File: config.mk
export PLATFORM = sky130hd
export DESIGN_NAME = seg_scan_mux
export DESIGN_NICKNAME = d
export VERILOG_FILES = /design/src/rtl/seg_scan_mux.sv
export SDC_FILE = /design/constraint.sdc
export NUM_CORES = 1
export LEC_CHECK = 0
export CAP_MARGIN = 20
export CORE_ASPECT_RATIO = 0.5
export CORE_MARGIN = 2
export CORE_UTILIZATION = 29
export CTS_CLUSTER_DIAMETER = 50
export DETAILED_ROUTE_END_ITERATION = 10
export GPL_TIMING_DRIVEN = 0
export SLEW_MARGIN = 5
export SYNTH_ARGS = -nofsm -noshare
export SYNTH_HDL_FRONTEND = slang
export SYNTH_SLANG_ARGS = --single-unit
export TNS_END_PERCENT = 20
File: constraint.sdc
create_clock -name clk -period 5.61 [get_ports clk]
set_clock_uncertainty 0.2 [all_clocks]
set_input_delay 0.8415 -clock clk [delete_from_list [all_inputs] [get_ports clk]]
set_output_delay 0.8415 -clock clk [all_outputs]
set_load 0.03 [all_outputs]
File: src/rtl/seg_scan_mux.sv
// Multiplexed scan driver for a common-anode seven-segment display with tear-free frame commits.
// Optional leading-zero suppression is enabled by defining SEG_SCAN_LEADING_ZERO_BLANK_EN.
module seg_scan_mux #(
    parameter int DIGITS   = 4,
    parameter int PRESCALE = 50000
) (
    input  logic                  clk,
    input  logic                  rst_n,
    input  logic [4*DIGITS-1:0]   value_in,
    input  logic                  load,
    input  logic                  blank,
    output logic [3:0]            nibble_out,
    output logic [DIGITS-1:0]     digit_en_n,
    output logic                  frame_done
);

    localparam int CNT_W = $clog2(PRESCALE + 1);
    localparam int IDX_W = $clog2(DIGITS);
    localparam logic [CNT_W-1:0] CNT_MAX  = CNT_W'(PRESCALE);
    localparam logic [IDX_W-1:0] IDX_LAST = IDX_W'(DIGITS - 1);

    typedef enum logic {SHOW, DEAD} state_t;

    state_t                state_q, state_d;
    logic [IDX_W-1:0]      idx_q, idx_d;
    logic [CNT_W-1:0]      cnt_q, cnt_d;
    logic [4*DIGITS-1:0]   display_q, display_d;
    logic [4*DIGITS-1:0]   shadow_q, shadow_d;
    logic                  pending_q, pending_d;
    logic [3:0]            nibble_q, nibble_d;
    logic [DIGITS-1:0]     digit_en_n_q, digit_en_n_d;
    logic                  frame_done_q, frame_done_d;
    logic [DIGITS-1:0]     lz_mask;

    function automatic logic [3:0] get_nibble(input logic [4*DIGITS-1:0] v,
                                              input logic [IDX_W-1:0] i);
        logic [3:0] r;
        r = 4'h0;
        for (int k = 0; k < DIGITS; k++) begin
            if (i == IDX_W'(k)) r = v[4*k +: 4];
        end
        return r;
    endfunction

`ifdef SEG_SCAN_LEADING_ZERO_BLANK_EN
    // Bit k set when digit k and every digit above it are zero; digit 0 is never suppressed.
    function automatic logic [DIGITS-1:0] lz_blank_mask(input logic [4*DIGITS-1:0] v);
        logic [DIGITS-1:0] m;
        logic              upper_zero;
        m          = '0;
        upper_zero = 1'b1;
        for (int k = DIGITS - 1; k >= 1; k--) begin
            upper_zero = upper_zero & (v[4*k +: 4] == 4'h0);
            m[k]       = upper_zero;
        end
        return m;
    endfunction
`endif

    always_ff @(posedge clk) begin
        if (!rst_n) begin
            state_q      <= SHOW;
            idx_q        <= '0;
            cnt_q        <= '0;
            display_q    <= '0;
            shadow_q     <= '0;
            pending_q    <= 1'b0;
            nibble_q     <= 4'h0;
            digit_en_n_q <= '1;
            frame_done_q <= 1'b0;
        end else begin
            state_q      <= state_d;
            idx_q        <= idx_d;
            cnt_q        <= cnt_d;
            display_q    <= display_d;
            shadow_q     <= shadow_d;
            pending_q    <= pending_d;
            nibble_q     <= nibble_d;
            digit_en_n_q <= digit_en_n_d;
            frame_done_q <= frame_done_d;
        end
    end

    // Scan sequencing: cnt runs 1..PRESCALE while lit; idx steps as the dead cycle ends.
    always_comb begin
        state_d      = state_q;
        idx_d        = idx_q;
        cnt_d        = cnt_q;
        frame_done_d = 1'b0;
        case (state_q)
            SHOW: begin
                if (cnt_q == CNT_MAX) begin
                    state_d = DEAD;
                    cnt_d   = '0;
                end else begin
                    cnt_d = cnt_q + CNT_W'(1);
                end
            end
            DEAD: begin
                state_d      = SHOW;
                cnt_d        = CNT_W'(1);
                idx_d        = (idx_q == IDX_LAST) ? '0 : idx_q + IDX_W'(1);
                frame_done_d = (idx_q == IDX_LAST);
            end
        endcase
    end

    // Loads park in the shadow and only reach the display at the frame wrap.
    always_comb begin
        display_d = display_q;
        shadow_d  = shadow_q;
        pending_d = pending_q;
        if (frame_done_d) begin
            if (load) begin
                display_d = value_in;
                shadow_d  = value_in;
            end else if (pending_q) begin
                display_d = shadow_q;
            end
            pending_d = 1'b0;
        end else if (load) begin
            shadow_d  = value_in;
            pending_d = 1'b1;
        end
    end

    always_comb begin
`ifdef SEG_SCAN_LEADING_ZERO_BLANK_EN
        lz_mask = lz_blank_mask(display_d);
`else
        lz_mask = '0;
`endif
        nibble_d     = nibble_q;
        digit_en_n_d = '1;
        if (state_d == SHOW) begin
            nibble_d = get_nibble(display_d, idx_d);
            if (!blank) begin
                for (int k = 0; k < DIGITS; k++) begin
                    if (idx_d == IDX_W'(k) && !lz_mask[k]) digit_en_n_d[k] = 1'b0;
                end
            end
        end
    end

    assign nibble_out = nibble_q;
    assign digit_en_n = digit_en_n_q;
    assign frame_done = frame_done_q;

endmodule

==> summary.md <==
| Metric | Value |
|---|---|
| Post-synth cell types | `50` |
| Overall routing resource usage | `13.1%` |
| Total wire length | `5820 µm` |
| Fin. Hold Viols | `0` |
| Largest family of logic cells by synthesized area | `simple AND/OR/NAND/NOR gates` |
| Hold Crit Class | `flip-flop to flip-flop` |
| DP Wirelength | `4140 µm` |
| Main synth FF type | `dfxtp_1` |
| Clk_lat worst skew | `0.33 ns` |
| Setup ws final | `3.10 ns` |
| CP delay by family, top | `buffers and inverters` |
| Post-Synth XOR/XNOR Area | `4.70%` |
| Worst slew margin | `55.9%` |
| Power per cell area | `325 nW/µm²` |
| Mux cell area share after synthesis | `5.08%` |
| Ant diodes | `0` |
| Drt first pass iters | `5` |
| Fin crit share | `44.7%` |
| CTS tree | `yes` |
| # hold bufs at CTS | `0` |
| Resize count post-CTS | `0` |
| Worst Path Arrival | `2.50 ns` |
| Fillers | `883` |
| Chip width | `138 µm` |
| CTS H-tree lvls | `3` |
| Worst Setup End Kind | `flip-flop` |
| Pleak | `1.23 nW` |
| Compound-gate portion of the synthesized area | `15.0%` |
| Synth Register Bits | `61` |
| CP max-delay cell | `clkdlybuf4s50_1` |
| Synth Area in Adders | `1.44%` |
| Sw Ratio | `21.3%` |
| Crit path max fanout | `8` |
| Area of the die | `9830 µm²` |
| Pin slew with the least headroom to its limit | `0.655 ns` |
| Slew Viols, Final | `0` |
| Die Span Y | `71.1 µm` |
| Syn Inst Count | `295` |
| Post-CTS Setup Inserts | `0` |
| Count of final setup violators | `0` |
| Wire per inst | `12.8 µm` |
| Critical Path RT | `5.60 ns` |
| Gpl congestion | `0.840` |
| Mapped Nets | `318` |
| Root Buffer | `clkbuf_16` |
| Status | `completed` |
| Post-layout minimum cycle time | `2.51 ns` |
| Initial Util | `29.9%` |
| RSZ-0062 raised after global routing | `false` |
| Via count of the first global-routing pass | `2095` |
| Post-route antenna net violation count | `0` |
| Comb power frac | `5.0%` |
| Syn avg cell area | `8.85 µm²` |
| Worst hold slack | `0.273 ns` |
| Initial DRC count | `147` |
| FFs w/ async S/R, synth | `0%` |
| Worst VDD drop | `151 µV` |
| Yosys warning total | `0` |
| Clock Tree Buf Depth | `2` |
| Sink Count | `61` |
| Clock share of power | `53.8%` |
| Nets | `356` |
| Area grow syn2layout | `28.4%` |
| Antenna violations before repair | `0` |
| Vias per cell | `4.59` |
| Reg power frac | `41.2%` |
| Psw | `0.232 mW` |
| Via count | `2087` |
| Worst setup SP type | `input pin` |
| # DRC | `0` |
| Post-synth EDFFs | `0` |
| Io pins | `29` |
| CTS Buf Count | `9` |
| CP peak stage delay | `0.62 ns` |
| Kind of critical path | `input pin to flip-flop` |
| Clock transition at path regs | `0.06 ns` |
| Layout cells sized above 1 | `9.76%` |
| Largest net degree at the start of global routing | `13` |
| Synth Area in Simple Gates | `23.2%` |
| Sequential element share of the synthesized area | `46.8%` |
| Bufs and invs on worst path | `2` |
| Cell area after synthesis | `2610 µm²` |
| Int Pwr | `0.859 mW` |
| Post-place instance area | `3030 µm²` |
| Row cnt | `24` |
| First-pass GRT wire length | `10200 µm` |
| Design area | `3350 µm²` |
| Setup_tns | `0 ns` |
| Post-place setup slack | `2.73 ns` |
| Core area | `8740 µm²` |
| Max cap viols | `0` |
| Max Fclk | `399 MHz` |
| Cell Chain, Critical Path | `clkdlybuf4s50_1 -> clkinv_1 -> a41o_2 -> nor2_1 -> nand2_1` |
| Total gr overflow | `0` |
| Port Buffers | `27` |
cells by family after synthesis:
family | Yosys count
AOI/OAI and AO/OA | 59
xor gates and xnor gates | 14
adders and majority gates | 3
buffers and inverters | 22
DFF | 61
muxes | 13
and+or+nand+nor | 123
registers in the layout, summed over array words and instances (netlist names):
| name | flops |
|---|---|
| cnt_q | 16 |
| digit_en_n | 4 |
| display_q | 16 |
| frame_done | 1 |
| idx_q | 2 |
| nibble_out | 4 |
| pending_q | 1 |
| shadow_q | 16 |
| state_q | 1 |
routing by layer:
layer	up-vias	GRT usage (%)	wire, µm
li1	1100	-	-
met1	953	16.9	2990
met2	25	20.7	2570
met3	9	4.67	204
met4	0	4.20	60
met5	-	0	0
placed cells by master (no fill, tap or decap), types with 2 or more instances in the layout:
cell type	count
and2_1	3
a21o_1	2
a21oi_1	30
nand3_2	2
clkdlybuf4s50_1	27
ha_1	3
xor2_1	7
bufinv_16	2
o221ai_1	5
clkbuf_1	5
nand2_1	19
nor2b_1	2
xnor2_1	7
dfxtp_1	61
buf_4	3
nand3b_1	5
clkbuf_16	9
nand2b_1	7
nor2_1	61
inv_1	9
o22ai_1	2
o21ai_0	5
mux2i_1	11
nor4_1	3
nand3_1	8
clkinv_4	2
buf_2	4
mux2_2	2
a22o_1	4
clkinvlp_4	3
area by class of cell:
cell class / instances / area (µm²) / share of cell area (%)
multi-input combinational: 212 / 1290 / 38.5
clock buffer: 9 / 225 / 6.72
inverter: 10 / 37.5 / 1.12
buffer: 12 / 61.3 / 1.83
clock inverter: 7 / 100 / 2.99
tap: 117 / 146 / 4.37
timing repair buffer: 27 / 270 / 8.06
sequential: 61 / 1220 / 36.4
power by group through the flow:
| stage | clock network (mW) | logic, mW | registers (mW) |
|---|---|---|---|
| after floorplan | 0 | 0.0313 | 0.457 |
| after global placement | 0 | 0.0554 | 0.458 |
| after detailed placement | 0 | 0.0557 | 0.458 |
| after CTS | 0.600 | 0.0560 | 0.449 |
| after global routing | 0.618 | 0.0629 | 0.450 |
| final | 0.587 | 0.0548 | 0.449 |
cell usage after synthesis, types with 3 or more instances:
cell	instances	area, µm²
o21ai_0	5	25.0
nand3b_1	5	37.5
o221ai_1	5	43.8
a22o_1	4	35.0
buf_4	3	22.5
xor2_1	7	61.3
a21oi_1	30	150
nand3_1	8	40.0
ha_1	3	37.5
and2_1	3	18.8
nor4_1	3	18.8
clkbuf_1	5	18.8
dfxtp_1	61	1220
inv_1	9	33.8
nand2_1	19	71.3
mux2i_1	11	110
buf_2	4	20.0
nor2_1	61	229
nand2b_1	7	43.8
xnor2_1	7	61.3
final timing paths:
kind	from	endpoint	slack (ns)	cells past startpoint
hold / removal	shadow_q[2]	shadow_q[2]	0.27	2
setup / recovery	rst_n	digit_en_n[0]	3.10	5
setup reg to reg	idx_q[1]	nibble_out[3]	3.36	6
hold reg to reg	shadow_q[2]	shadow_q[2]	0.27	2
worst min-delay path: stages, from the launching register on:
cell      delay [ns]
dfxtp_1         0.31
nand2b_1        0.06
a21oi_1         0.06
metrics by stage:
step	utilization (%)	cells	power [mW]
6_report	38.4	455	1.09
5_1_grt	38.4	455	1.13
4_1_cts	38.4	455	1.11
3_5_place_dp	34.7	439	0.514
3_3_place_gp	34.7	439	0.513
2_1_floorplan	-	295	0.489
(Power assumes the default switching activity.)
